[config.mk]
export PLATFORM = sky130hd
export DESIGN_NAME = qpd_multi_trigger_flat
export DESIGN_NICKNAME = d
export VERILOG_FILES = /design/src/rtl/qpd_multi_trigger_if.sv /design/src/rtl/qpd_multi_trigger.sv /design/src/flat_wrapper.sv
export SDC_FILE = /design/constraint.sdc
export NUM_CORES = 1
export LEC_CHECK = 0
export ABC_AREA = 1
export CAP_MARGIN = 10
export CORE_ASPECT_RATIO = 2
export CORE_MARGIN = 5
export CORE_UTILIZATION = 65
export DETAILED_ROUTE_END_ITERATION = 16
export PLACE_DENSITY = 0.86
export SKIP_LAST_GASP = 1
export SYNTH_ARGS = -nofsm -noshare
export SYNTH_HDL_FRONTEND = slang
export SYNTH_SLANG_ARGS = --single-unit
[constraint.sdc]
create_clock -name sclock -period 4.4 [get_ports sclock]
set_input_delay 0.44 -clock sclock [delete_from_list [all_inputs] [get_ports sclock]]
set_output_delay 0.44 -clock sclock [all_outputs]
set_load 0.05 [all_outputs]
[src/rtl/qpd_multi_trigger_if.sv]
// qpd_multi_trigger_if
// Groups the parameter, request and status signals of the multi-channel
// quarter-period delay trigger.
//   master : drives rt, arm_mode, count_quarter_period, pulse_len,
//            repeat_count, abort and clr_overrun; observes trigger, busy,
//            done and overrun.
//   slave  : the trigger block itself (mirror image of master).
interface qpd_multi_trigger_if #(
  parameter int NUM_CH  = 4,
  parameter int DELAY_W = 16,
  parameter int PULSE_W = 8,
  parameter int REP_W   = 8
);
  logic [NUM_CH-1:0]         rt;
  logic                      arm_mode;
  logic [NUM_CH*DELAY_W-1:0] count_quarter_period;
  logic [PULSE_W-1:0]        pulse_len;
  logic [REP_W-1:0]          repeat_count;
  logic [NUM_CH-1:0]         abort;
  logic                      clr_overrun;
  logic [NUM_CH-1:0]         trigger;
  logic [NUM_CH-1:0]         busy;
  logic [NUM_CH-1:0]         done;
  logic [NUM_CH-1:0]         overrun;

  modport master (
    output rt, arm_mode, count_quarter_period, pulse_len, repeat_count,
           abort, clr_overrun,
    input  trigger, busy, done, overrun
  );

  modport slave (
    input  rt, arm_mode, count_quarter_period, pulse_len, repeat_count,
           abort, clr_overrun,
    output trigger, busy, done, overrun
  );
endinterface

[src/rtl/qpd_multi_trigger.sv]
// qpd_multi_trigger
// NUM_CH independent channels. On an arm event a channel waits D+1 clocks
// (D = its quarter-period delay), then drives a trigger pulse of P' clocks,
// and repeats delay+pulse R' times in total before signalling done.
// Ports:
//   sclock : system clock, rising edge
//   rst_n  : synchronous active-low reset
//   bus    : slave side of qpd_multi_trigger_if (requests, parameters,
//            abort/clear inputs; trigger/busy/done/overrun outputs, all
//            registered)
module qpd_multi_trigger #(
  parameter int NUM_CH  = 4,
  parameter int DELAY_W = 16,
  parameter int PULSE_W = 8,
  parameter int REP_W   = 8
) (
  input  logic                 sclock,
  input  logic                 rst_n,
  qpd_multi_trigger_if.slave   bus
);

  typedef enum logic [1:0] {
    ST_IDLE  = 2'd0,
    ST_DELAY = 2'd1,
    ST_PULSE = 2'd2
  } state_t;

  localparam logic [PULSE_W-1:0] P_ZERO = {PULSE_W{1'b0}};
  localparam logic [PULSE_W-1:0] P_ONE  = {{(PULSE_W-1){1'b0}}, 1'b1};
  localparam logic [REP_W-1:0]   R_ZERO = {REP_W{1'b0}};
  localparam logic [REP_W-1:0]   R_ONE  = {{(REP_W-1){1'b0}}, 1'b1};
  localparam logic [DELAY_W-1:0] D_ZERO = {DELAY_W{1'b0}};
  localparam logic [DELAY_W-1:0] D_ONE  = {{(DELAY_W-1){1'b0}}, 1'b1};

  state_t                           state_q [NUM_CH];
  state_t                           state_d [NUM_CH];
  logic [NUM_CH-1:0][DELAY_W-1:0]   cnt_q, cnt_d;
  logic [NUM_CH-1:0][DELAY_W-1:0]   dly_q, dly_d;
  logic [NUM_CH-1:0][DELAY_W-1:0]   stored_q, stored_d;
  logic [NUM_CH-1:0][PULSE_W-1:0]   pcnt_q, pcnt_d;
  logic [NUM_CH-1:0][PULSE_W-1:0]   plen_q, plen_d;
  logic [NUM_CH-1:0][REP_W-1:0]     rem_q, rem_d;
  logic [NUM_CH-1:0]                rt_prev_q;
  logic [NUM_CH-1:0]                trigger_q, trigger_d;
  logic [NUM_CH-1:0]                busy_q, busy_d;
  logic [NUM_CH-1:0]                done_q, done_d;
  logic [NUM_CH-1:0]                overrun_q, overrun_d;
  logic [NUM_CH-1:0]                arm_s;
  logic [DELAY_W-1:0]               slice_s;
  logic [PULSE_W-1:0]               p_eff_s;
  logic [REP_W-1:0]                 r_eff_s;

  // Next-state logic for every channel: arm detection, FSM, counters, flags
  always_comb begin
    p_eff_s   = (bus.pulse_len == P_ZERO) ? P_ONE : bus.pulse_len;
    r_eff_s   = (bus.repeat_count == R_ZERO) ? R_ONE : bus.repeat_count;
    slice_s   = D_ZERO;
    arm_s     = {NUM_CH{1'b0}};
    cnt_d     = cnt_q;
    dly_d     = dly_q;
    stored_d  = stored_q;
    pcnt_d    = pcnt_q;
    plen_d    = plen_q;
    rem_d     = rem_q;
    trigger_d = trigger_q;
    done_d    = {NUM_CH{1'b0}};
    busy_d    = {NUM_CH{1'b0}};
    // a new overrun on this edge is OR-ed in below, so set beats clear
    overrun_d = bus.clr_overrun ? {NUM_CH{1'b0}} : overrun_q;
    for (int i = 0; i < NUM_CH; i++) begin
      state_d[i] = state_q[i];
      slice_s    = bus.count_quarter_period[i*DELAY_W +: DELAY_W];
      if (bus.arm_mode) begin
        arm_s[i] = bus.rt[i] && (slice_s != stored_q[i]);
      end else begin
        arm_s[i] = bus.rt[i] && !rt_prev_q[i];
      end
      // mode-1 reference follows every arm event, accepted or not
      if (bus.arm_mode && arm_s[i]) begin
        stored_d[i] = slice_s;
      end else begin
        stored_d[i] = stored_q[i];
      end

      if (bus.abort[i]) begin
        state_d[i]   = ST_IDLE;
        trigger_d[i] = 1'b0;
        cnt_d[i]     = D_ZERO;
        pcnt_d[i]    = P_ZERO;
      end else begin
        case (state_q[i])
          ST_IDLE: begin
            if (arm_s[i]) begin
              dly_d[i]   = slice_s;
              plen_d[i]  = p_eff_s;
              rem_d[i]   = r_eff_s;
              cnt_d[i]   = D_ZERO;
              state_d[i] = ST_DELAY;
            end else begin
              state_d[i] = ST_IDLE;
            end
          end
          ST_DELAY: begin
            if (arm_s[i]) begin
              overrun_d[i] = 1'b1;
            end else begin
              overrun_d[i] = overrun_d[i];
            end
            if (cnt_q[i] == dly_q[i]) begin
              cnt_d[i]     = D_ZERO;
              pcnt_d[i]    = P_ZERO;
              trigger_d[i] = 1'b1;
              state_d[i]   = ST_PULSE;
            end else begin
              cnt_d[i] = cnt_q[i] + D_ONE;
            end
          end
          ST_PULSE: begin
            if (arm_s[i]) begin
              overrun_d[i] = 1'b1;
            end else begin
              overrun_d[i] = overrun_d[i];
            end
            // pcnt counts completed pulse clocks minus one
            if (pcnt_q[i] == (plen_q[i] - P_ONE)) begin
              trigger_d[i] = 1'b0;
              pcnt_d[i]    = P_ZERO;
              if (rem_q[i] == R_ONE) begin
                rem_d[i]   = R_ZERO;
                done_d[i]  = 1'b1;
                state_d[i] = ST_IDLE;
              end else begin
                rem_d[i]   = rem_q[i] - R_ONE;
                cnt_d[i]   = D_ZERO;
                state_d[i] = ST_DELAY;
              end
            end else begin
              pcnt_d[i] = pcnt_q[i] + P_ONE;
            end
          end
          default: begin
            state_d[i]   = ST_IDLE;
            trigger_d[i] = 1'b0;
          end
        endcase
      end
      busy_d[i] = (state_d[i] != ST_IDLE);
    end
  end

  // State and output registers with synchronous active-low reset
  always_ff @(posedge sclock) begin
    if (!rst_n) begin
      for (int i = 0; i < NUM_CH; i++) begin
        state_q[i] <= ST_IDLE;
      end
      cnt_q     <= {(NUM_CH*DELAY_W){1'b0}};
      dly_q     <= {(NUM_CH*DELAY_W){1'b0}};
      stored_q  <= {(NUM_CH*DELAY_W){1'b0}};
      pcnt_q    <= {(NUM_CH*PULSE_W){1'b0}};
      plen_q    <= {(NUM_CH*PULSE_W){1'b0}};
      rem_q     <= {(NUM_CH*REP_W){1'b0}};
      // history of 1 keeps an rt held through reset from looking like an edge
      rt_prev_q <= {NUM_CH{1'b1}};
      trigger_q <= {NUM_CH{1'b0}};
      busy_q    <= {NUM_CH{1'b0}};
      done_q    <= {NUM_CH{1'b0}};
      overrun_q <= {NUM_CH{1'b0}};
    end else begin
      for (int i = 0; i < NUM_CH; i++) begin
        state_q[i] <= state_d[i];
      end
      cnt_q     <= cnt_d;
      dly_q     <= dly_d;
      stored_q  <= stored_d;
      pcnt_q    <= pcnt_d;
      plen_q    <= plen_d;
      rem_q     <= rem_d;
      rt_prev_q <= bus.rt;
      trigger_q <= trigger_d;
      busy_q    <= busy_d;
      done_q    <= done_d;
      overrun_q <= overrun_d;
    end
  end

  assign bus.trigger = trigger_q;
  assign bus.busy    = busy_q;
  assign bus.done    = done_q;
  assign bus.overrun = overrun_q;

endmodule

[src/flat_wrapper.sv]
// flat-port wrapper written by rule: the top's interface ports become plain ports
module qpd_multi_trigger_flat 
#(
  parameter int NUM_CH  = 4,
  parameter int DELAY_W = 16,
  parameter int PULSE_W = 8,
  parameter int REP_W   = 8
)
  (sclock, rst_n, bus_rt, bus_arm_mode, bus_count_quarter_period, bus_pulse_len, bus_repeat_count, bus_abort, bus_clr_overrun, bus_trigger, bus_busy, bus_done, bus_overrun);
  qpd_multi_trigger_if #(.NUM_CH(NUM_CH), .DELAY_W(DELAY_W), .PULSE_W(PULSE_W), .REP_W(REP_W)) bus_i ();
  input  logic sclock;
  input  logic rst_n;
  input wire logic [$bits(bus_i.rt)-1:0] bus_rt;
  input wire logic [$bits(bus_i.arm_mode)-1:0] bus_arm_mode;
  input wire logic [$bits(bus_i.count_quarter_period)-1:0] bus_count_quarter_period;
  input wire logic [$bits(bus_i.pulse_len)-1:0] bus_pulse_len;
  input wire logic [$bits(bus_i.repeat_count)-1:0] bus_repeat_count;
  input wire logic [$bits(bus_i.abort)-1:0] bus_abort;
  input wire logic [$bits(bus_i.clr_overrun)-1:0] bus_clr_overrun;
  output wire logic [$bits(bus_i.trigger)-1:0] bus_trigger;
  output wire logic [$bits(bus_i.busy)-1:0] bus_busy;
  output wire logic [$bits(bus_i.done)-1:0] bus_done;
  output wire logic [$bits(bus_i.overrun)-1:0] bus_overrun;
  assign bus_i.rt = bus_rt;
  assign bus_i.arm_mode = bus_arm_mode;
  assign bus_i.count_quarter_period = bus_count_quarter_period;
  assign bus_i.pulse_len = bus_pulse_len;
  assign bus_i.repeat_count = bus_repeat_count;
  assign bus_i.abort = bus_abort;
  assign bus_i.clr_overrun = bus_clr_overrun;
  assign bus_trigger = bus_i.trigger;
  assign bus_busy = bus_i.busy;
  assign bus_done = bus_i.done;
  assign bus_overrun = bus_i.overrun;
  qpd_multi_trigger #(.NUM_CH(NUM_CH), .DELAY_W(DELAY_W), .PULSE_W(PULSE_W), .REP_W(REP_W)) u_core (.sclock(sclock), .rst_n(rst_n), .bus(bus_i));
endmodule
Word level (Yosys, flattened, before mapping) --
Memories as Yosys holds them, arrays and structs flattened. Cells that the tools add are included.
Cells by class: mux-type cells 113, $add $sub $neg 16, equal/unequal tests 40, bitwise gates (word level) 21, reduce and logical (&&, ||, !) cells 70
Operators with widths (count):
- 16-bit two-way mux | 16
- 16-bit one-hot mux with 3 select lines | 4
- 8-bit two-way mux | 22
- 8-bit one-hot mux with 2 select lines | 8
- 16-bit by 1-bit adder with 16-bit output, second input constant | 4
- 16-bit == test | 4
- 16-bit != test | 4
- 8-bit by 1-bit subtractor with 8-bit output, second input constant | 8
- 1-bit two-way mux | 38
- 8-bit by 1-bit adder with 8-bit output, second input constant | 4
- 8-bit by 1-bit == test with 1-bit output, second input constant | 4
- 8-bit == test | 4
- 2-bit two-way mux | 16
- 4-bit AND reduction | 8
- 2-bit by 1-bit != test with 1-bit output, second input constant | 12
- 2-bit one-hot mux with 3 select lines | 4
- 3-bit AND reduction | 8
- 2-bit nonzero test | 12
- 1-bit NOT | 17
- 8-bit logical NOT | 2
- 2-bit OR reduction | 8
- 4-bit OR reduction | 4
- 1-bit logical AND | 12
- 1-bit one-hot mux with 3 select lines | 4
- 9 further kinds | 33
Storage, ports and cells: output and inout bits 16, flip-flop bits (word level) 308, logic and storage cells 296, input bits 92, RAM bits 8, memories kept 1
Memories:
- u_core.state_q | depth 4, width 2, rd ports 4, clocked after Yosys merged registers in 0, wr ports 4, line qpd_multi_trigger.sv:35 | state_t state_q [NUM_CH];

Depth between registers and ports, before layout --
Gate-level depths: netlist (run 1).
word-level depth 7, depth in mapped cells 17, gate-level depth less buffers 17

Least setup slack after synthesis (run 1) --
No wires, ideal clock.
path kind flip-flop to flip-flop, start register u_core.plen_q[16] (netlist name), end register u_core.cnt_q[42] (netlist name), slack 2466 ps, cell stages (with the launch flop) 12, library setup time 132 ps, arrival time 1802 ps, required time 4268 ps, path through dfxtp_1 > inv_1 > ha_1 > xor2_1 > o21ai_0 > nor3_4 > nand2_4 > nand2_8 > nand3_4 > buf_2 > nand2_1 > a21oi_1
On the way: word-level cells in the longest chain between the ends 4
RTL lines:
- start: declaration | line qpd_multi_trigger.sv:41 | logic [NUM_CH-1:0][PULSE_W-1:0] plen_q, plen_d;
- start signal: assignment | line qpd_multi_trigger.sv:161 | plen_q <= {(NUM_CH*PULSE_W){1'b0}};
- start signal: assignment | line qpd_multi_trigger.sv:177 | plen_q <= plen_d;
- 8-bit by 1-bit subtractor with 8-bit output | line qpd_multi_trigger.sv:125 | if (pcnt_q[i] == (plen_q[i] - P_ONE)) begin
- 8-bit == test | line qpd_multi_trigger.sv:125
- 2-bit by 1-bit != test with 1-bit output (no line)
- 4-bit AND reduction (no line)
- end signal: assignment | line qpd_multi_trigger.sv:157 | cnt_q <= {(NUM_CH*DELAY_W){1'b0}};
- end signal: assignment | line qpd_multi_trigger.sv:173 | cnt_q <= cnt_d;
- end: declaration | line qpd_multi_trigger.sv:37 | logic [NUM_CH-1:0][DELAY_W-1:0] cnt_q, cnt_d;
No other way between the ends. A chain may end at the register's enable or synchronous reset.

==> metrics.md, run 1 <==
| Metric | Value |
|---|---|
| Avg WL per Cell | `15.8 um` |
| Row cnt | `87` |
| I/O Pins | `108` |
| EDFF count, synth | `0` |
| Core region area | `0.0281 mm^2` |
| Top cell type by total area after synthesis | `dfxtp_1` |
| Post-CTS sizing | `0` |
| Die height | `248 um` |
| Worst slew pin tran | `1.18 ns` |
| Max cap viols | `0` |
| Cell Count Post-Placement | `3132` |
| P_leak | `8.93 nW` |
| FF+latch count, synth | `316` |
| Netlist cell types | `46` |
| DIE WIDTH | `129 um` |
| Final Core Density | `72.5%` |
| Die Area | `0.0319 mm^2` |
| Postcts setup bufs | `0` |
| Final ANT Viol Nets | `0` |
| DRT iter0 DRCs | `1191` |
| Final Net Count | `2935` |
| Net Count, Synth | `2899` |
| # fillers | `2339` |
| Htree depth | `1` |
| Crit path capture type | `register` |
| Global-route wire length before repair | `80900 um` |
| Max frequency | `350 MHz` |
| GRT Total Usage | `30.5%` |
| Mapped Cells | `2771` |
| Residual DRC count | `0` |
| Setup TNS after final layout | `0 ns` |
| Fin. Hold Viols | `0` |
| Max-slew headroom | `21.6%` |
| Vias in the first global route | `17500` |
| Gpl congestion | `0.929` |
| Area contributors post-synth | `dfxtp_1 34%, nand2_1 13%, nor2_1 8.2%, xor2_1 6.8%, a21oi_1 6.5%` |
| Worst slack, placed | `1.26 ns` |
| Post-Route WL | `50300 um` |
| Pwr dens | `333 mW/mm^2` |
| Design Area, Final | `0.0204 mm^2` |
| Startpoint Class | `register` |
| Average cell area after synthesis | `6.63 um^2` |
| Crit path max fanout | `17` |
| Clock sink count | `316` |
| Worst hold path class | `in -> reg` |
| Slew Viols, Final | `0` |
| Placed Area | `0.0194 mm^2` |
| Largest net degree at the start of global routing | `125` |
| Antenna diode count | `0` |
| Initial antenna violation count | `0` |
| Worst Path Required | `4.90 ns` |
| Cts hold-fix bufs | `0` |
| Routed vias | `18100` |
| Final cell count without fillers | `3186` |
| Vias per cell | `5.69` |
| Pre-antenna DRT Iters | `6` |
| Setup ws final | `1.54 ns` |
| Total CTS buffers | `29` |
| Root buffer cell | `clkbuf_16` |
| Mapped Area | `0.0184 mm^2` |
| CP Data Arrival Time | `3.36 ns` |
| Skew final | `0.0205 ns` |
| Hold_ws | `0.224 ns` |
| TritonCTS clock tree | `built` |
| Longest Clk Path Bufs | `3` |
| Final min period | `2.86 ns` |
| Global route overflow | `0` |
| Maximum VDD drop | `342 uV` |
| Area Overhead vs Synth | `11.0%` |
| Top cells by count, synth | `626 x nand2_1, 399 x nor2_1, 316 x dfxtp_1, 309 x inv_1, 238 x a21oi_1` |
| Clock Latency Late Sink | `0.58 ns` |
| Post-synth top flop | `dfxtp_1` |
| Most numerous cell in the Yosys netlist | `nand2_1` |
| Total power draw | `6.78 mW` |
| Initial Util | `65.4%` |
| Clk slew on worst S/H paths | `0.07 ns` |
| Final HPWL DP | `35600 um` |
| Synth warnings | `0` |
| Layout cells sized above 1 | `4.77%` |
| Status | `complete, no violations` |
| Sequential area share after synthesis | `34.5%` |
| Tcrit/Tclk final | `64.9%` |
| Port Buffer Count | `107` |
| Crit path kind | `reg -> reg` |
| Setup violators final | `0` |
| Yosys top cell area share | `34.5%` |
| Post-synth ARST share | `0%` |
| Unrepaired setup endpoints after global routing | `no` |
-- placed cells by master (no fill, tap or decap), types with 29 or more instances in the layout --
cell             Yosys  final
a21oi_1            238    238
clkbuf_16            0     29
clkdlybuf4s50_1      0    105
dfxtp_1            316    316
ha_1                36     36
inv_1              309    308
nand2_1            626    626
nand3_1            151    151
nand4_1            109    109
nor2_1             399    399
o21ai_0            144    144
xnor2_1             42     42
xor2_1             143    143
-- routing by layer --
| metal | share of wire, % | wire length, um | vias to the layer above | track usage (%) |
|---|---|---|---|---|
| met5 | 0 | 0 | - | 0 |
| met4 | 7.3 | 3680 | 0 | 20.6 |
| met3 | 4.8 | 2390 | 219 | 2.84 |
| met2 | 52 | 26400 | 633 | 57.4 |
| met1 | 35 | 17900 | 8352 | 31.0 |
| li1 | - | - | 8910 | - |
-- power breakdown --
part / switching (mW) / internal, mW
sequential: 0.0816 / 2.97
clock: 1.18 / 1.55
combinational: 0.638 / 0.355
total: 1.90 / 4.87
-- worst paths after layout --
kind	to	slack (ns)	from	cells past startpoint
max	u_core.cnt_q[49]	1.54	u_core.state_q[0][6]	10
min	u_core.dly_q[50]	0.22	rst_n	3
max reg2reg	u_core.cnt_q[49]	1.54	u_core.state_q[0][6]	10
min reg2reg	u_core.dly_q[8]	0.46	u_core.dly_q[8]	2
-- area by class of cell --
type / count / area [um^2] / share of cell area (%)
clock buffers: 34 / 764 / 3.75
flip-flops and latches: 316 / 6330 / 31.0
inverters: 332 / 1250 / 6.13
multi-input cells: 2011 / 10200 / 50.1
well taps: 356 / 445 / 2.19
clock inverters: 20 / 250 / 1.23
repair buffers: 117 / 1140 / 5.59
-- registers in the layout (all words and copies together) (netlist names) --
| signal | cells |
|---|---|
| u_core.bus.busy | 4 |
| u_core.bus.done | 4 |
| u_core.bus.overrun | 4 |
| u_core.bus.trigger | 4 |
| u_core.cnt_q | 64 |
| u_core.dly_q | 64 |
| u_core.pcnt_q | 32 |
| u_core.plen_q | 32 |
| u_core.rem_q | 32 |
| u_core.rt_prev_q | 4 |
| u_core.state_q | 8 |
| u_core.stored_q | 64 |
-- critical path, cell delays in order (launching register included) --
cell and delay [ns]:
dfxtp_1 0.35, inv_1 0.13, ha_1 0.36, inv_1 0.26, nor2_1 0.19, clkinv_1 0.23
nand2_1 0.53, nand3_2 0.42, nand2_1 0.17, nand2_1 0.06, nor2_1 0.07
-- kinds of logic (layout without fill, tap and decap cells) --
logic type	Yosys count	in the layout	synth area share (%)
xor gates and xnor gates	185	185	8.83
adders and majority gates	36	36	2.45
buffers and inverters	444	503	9.98
AOI/OAI and AO/OA	414	414	11.6
DFF	316	316	34.5
and+or+nand+nor	1376	1376	32.7
Note: power is estimated with default switching activity, not from simulation.
==> run 2: changes to the inputs <==
CORE_UTILIZATION = 61   (was 65)
PLACE_DENSITY = 0.81   (was 0.86)
clock period = 2.7 ns   (was 4.4 ns; I/O delays follow)
==> run 2 against run 1 <==
Net effect: critical path depth rose by 2; utilization fell by 3.9 points; final cell count rose by 1.3%; maximum frequency rose by 26%; critical endpoint is now u_core.bus.busy[2].
==> metrics.md, run 2 (same netlist as run 1, synthesis figures left out) <==
| Metric | Value |
|---|---|
| Initial antenna violation count | `1 (+1)` |
| Final cell count without fillers | `3229 (+1.3%)` |
| R2r setup slk | `0.43 ns (-1.11 ns)` |
| Total CTS buffers | `29 (unchanged)` |
| Crit path capture type | `register` |
| Sequential Power Share | `46.6% (+1.5 points)` |
| Htree depth | `1 (unchanged)` |
| Clk slew on worst S/H paths | `0.07 ns (about the same)` |
| Pre-antenna DRT Iters | `6 (unchanged)` |
| DRT iter0 DRCs | `1240 (+4.1%)` |
| Reg2reg start | `u_core.plen_q[16]` |
| Clock Power Share | `38.3% (-2.0 points)` |
| Avg WL per Cell | `14.5 um (-8.2%)` |
| Fin. Hold Viols | `0 (unchanged)` |
| Initial Util | `61.3% (-4.1 points)` |
| Post-CTS sizing | `0 (unchanged)` |
| Layout cells sized above 1 | `5.73% (+0.96 points)` |
| Max-slew headroom | `48.9% (+27 points)` |
| Pwr dens | `519 mW/mm^2 (+56%)` |
| Max cap viols | `0 (unchanged)` |
| TritonCTS clock tree | `built` |
| Worst slew pin tran | `0.766 ns (-0.410 ns)` |
| Unrepaired setup endpoints after global routing | `no` |
| Final HPWL DP | `33700 um (-5.3%)` |
| Top flop regs | `u_core.cnt_q (64), u_core.dly_q (64), u_core.stored_q (64)` |
| Final min period | `2.27 ns (-0.589 ns)` |
| Placed Area | `0.0196 mm^2 (+1.5%)` |
| Status | `complete, no violations` |
| Design Area, Final | `0.0206 mm^2 (+0.99%)` |
| Comb pwr share | `15.1% (+0.5 points)` |
| Final Core Density | `68.7% (-3.9 points)` |
| Die height | `255 um (+3.1%)` |
| Final Net Count | `2968 (+1.1%)` |
| Slew Viols, Final | `0 (unchanged)` |
| DIE WIDTH | `133 um (+3.0%)` |
| Int Pwr | `7.71 mW (+58%)` |
| Area Overhead vs Synth | `12.1%` |
| Global route overflow | `0 (unchanged)` |
| Worst slack, placed | `0.254 ns (-1.01 ns)` |
| Vias in the first global route | `16100 (-8.2%)` |
| Row cnt | `90 (+3.4%)` |
| Setup violators final | `0 (unchanged)` |
| Post-Route WL | `46900 um (-6.9%)` |
| Vias per cell | `5.42 (-4.6%)` |
| Max frequency | `441 MHz (+26%)` |
| Switching share of power | `27.8% (-0.29 points)` |
| GRT Total Usage | `26.9% (-3.6 points)` |
| Global-route wire length before repair | `77700 um (-4.0%)` |
| Port Buffer Count | `107 (unchanged)` |
| Postcts setup bufs | `0 (unchanged)` |
| Setup TNS after final layout | `0 ns (unchanged)` |
| Die Area | `0.0339 mm^2 (+6.2%)` |
| Hold_ws | `0.258 ns (+0.0346 ns)` |
| I/O Pins | `108 (unchanged)` |
| Residual DRC count | `0 (unchanged)` |
| Hold Crit Start | `rst_n` |
| Commonest non-fill, non-tap cell in the layout | `nand2_1` |
| Most frequent cells in the layout | `626 x nand2_1, 399 x nor2_1, 316 x dfxtp_1` |
| Crit path max fanout | `26 (+9)` |
| Core region area | `0.0300 mm^2 (+6.7%)` |
| Tcrit/Tclk final | `84.0% (+19 points)` |
| Longest Clk Path Bufs | `3 (unchanged)` |
| R2R cell count | `12 (+2)` |
| Worst Path Required | `3.16 ns (-1.74 ns)` |
| Worst hold path class | `in -> reg` |
| Reg-to-Reg End | `u_core.bus.busy[2]` |
| Cell Count Post-Placement | `3177 (+1.4%)` |
| Crit path kind | `reg -> reg` |
| # fillers | `2626 (+12%)` |
| Cts hold-fix bufs | `0 (unchanged)` |
| Clock Latency Late Sink | `0.57 ns (about the same)` |
| CP Data Arrival Time | `2.73 ns (-0.63 ns)` |
| Root buffer cell | `clkbuf_16` |
| Total power draw | `10.7 mW (+58%)` |
| P_leak | `9.06 nW (+1.5%)` |
| Setup ws final | `0.433 ns (-1.11 ns)` |
| Gpl congestion | `0.934 (+0.59%)` |
| Routed vias | `17500 (-3.3%)` |
| Maximum VDD drop | `577 uV (+69%)` |
| Startpoint Class | `register` |
| Skew final | `0.0158 ns (-0.00462 ns)` |
| Clock sink count | `316 (unchanged)` |
| Largest net degree at the start of global routing | `146 (+17%)` |
| Hold depth | `3 (unchanged)` |
| Final ANT Viol Nets | `0 (unchanged)` |
| Hold path endpoint | `u_core.rt_prev_q[3]` |
| Psw | `2.97 mW (+56%)` |
[run 2: changes by cell type in the layout (fill, tap and decap cells not counted)]
cell        before  now
diode_2          0    1
buf_4           11   42
clkbuf_1         3    4
clkinvlp_4       4    1
clkinv_4         3    1
buf_12           0    2
bufinv_16        5    1
clkbuf_8         2    7
[run 2: how the worst max path moves through the flow]
stage | end | slack, ns | depth (start not counted) | startpoint
final | u_core.bus.busy[2] | 0.43 | 12 | u_core.plen_q[16]
after global routing | u_core.cnt_q[0] | 0.17 | 16 | u_core.plen_q[0]
after CTS | u_core.rem_q[0] | 0.42 | 13 | u_core.plen_q[0]
after detailed placement | u_core.dly_q[33] | 0.25 | 12 | bus_count_quarter_period[41]
after global placement | u_core.cnt_q[17] | 0.31 | 14 | bus_count_quarter_period[25]
after floorplan | u_core.cnt_q[42] | 0.77 | 11 | u_core.plen_q[16]
[run 2: critical path, cell delays in order (launching register included)]
cell	delay [ns]
dfxtp_1	0.38
inv_1	0.12
ha_1	0.31
xor2_1	0.13
o21ai_0	0.15
nor3_4	0.32
nand2_4	0.11
nand2_8	0.18
nand2_1	0.08
nand2_1	0.09
nand3_1	0.13
nand2_1	0.11
nand2_1	0.05
[run 2: cell type report]
class | count | area [um^2] | area share [%]
Sequential cell | 316 | 6330 | 30.7
Antenna cell | 1 | 2.50 | 0.0122
Tap cell | 368 | 460 | 2.24
Clock inverter | 11 | 90.1 | 0.438
Inverter | 332 | 1250 | 6.07
Timing Repair Buffer | 150 | 1410 | 6.86
Clock buffer | 40 | 837 | 4.07
Multi-Input combinational cell | 2011 | 10200 | 49.6
[run 2: per-layer routing]
layer / vias up / GRT usage [%] / wire, um
met3: 106 / 3.60 / 2560
met1: 7914 / 33.5 / 19600
li1: 8984 / - / -
met4: 0 / 10.6 / 1820
met5: - / 0 / 0
met2: 513 / 46.8 / 22900
[run 2: power groups by stage]
| stage | combinational [mW] | clock, mW | sequential (mW) |
|---|---|---|---|
| final | 1.61 | 4.09 | 4.98 |
| after global routing | 1.81 | 4.34 | 4.99 |
| after CTS | 1.61 | 4.15 | 4.97 |
| after detailed placement | 1.60 | 0 | 5.08 |
| after global placement | 1.56 | 0 | 5.07 |
| after floorplan | 1.13 | 0 | 5.05 |
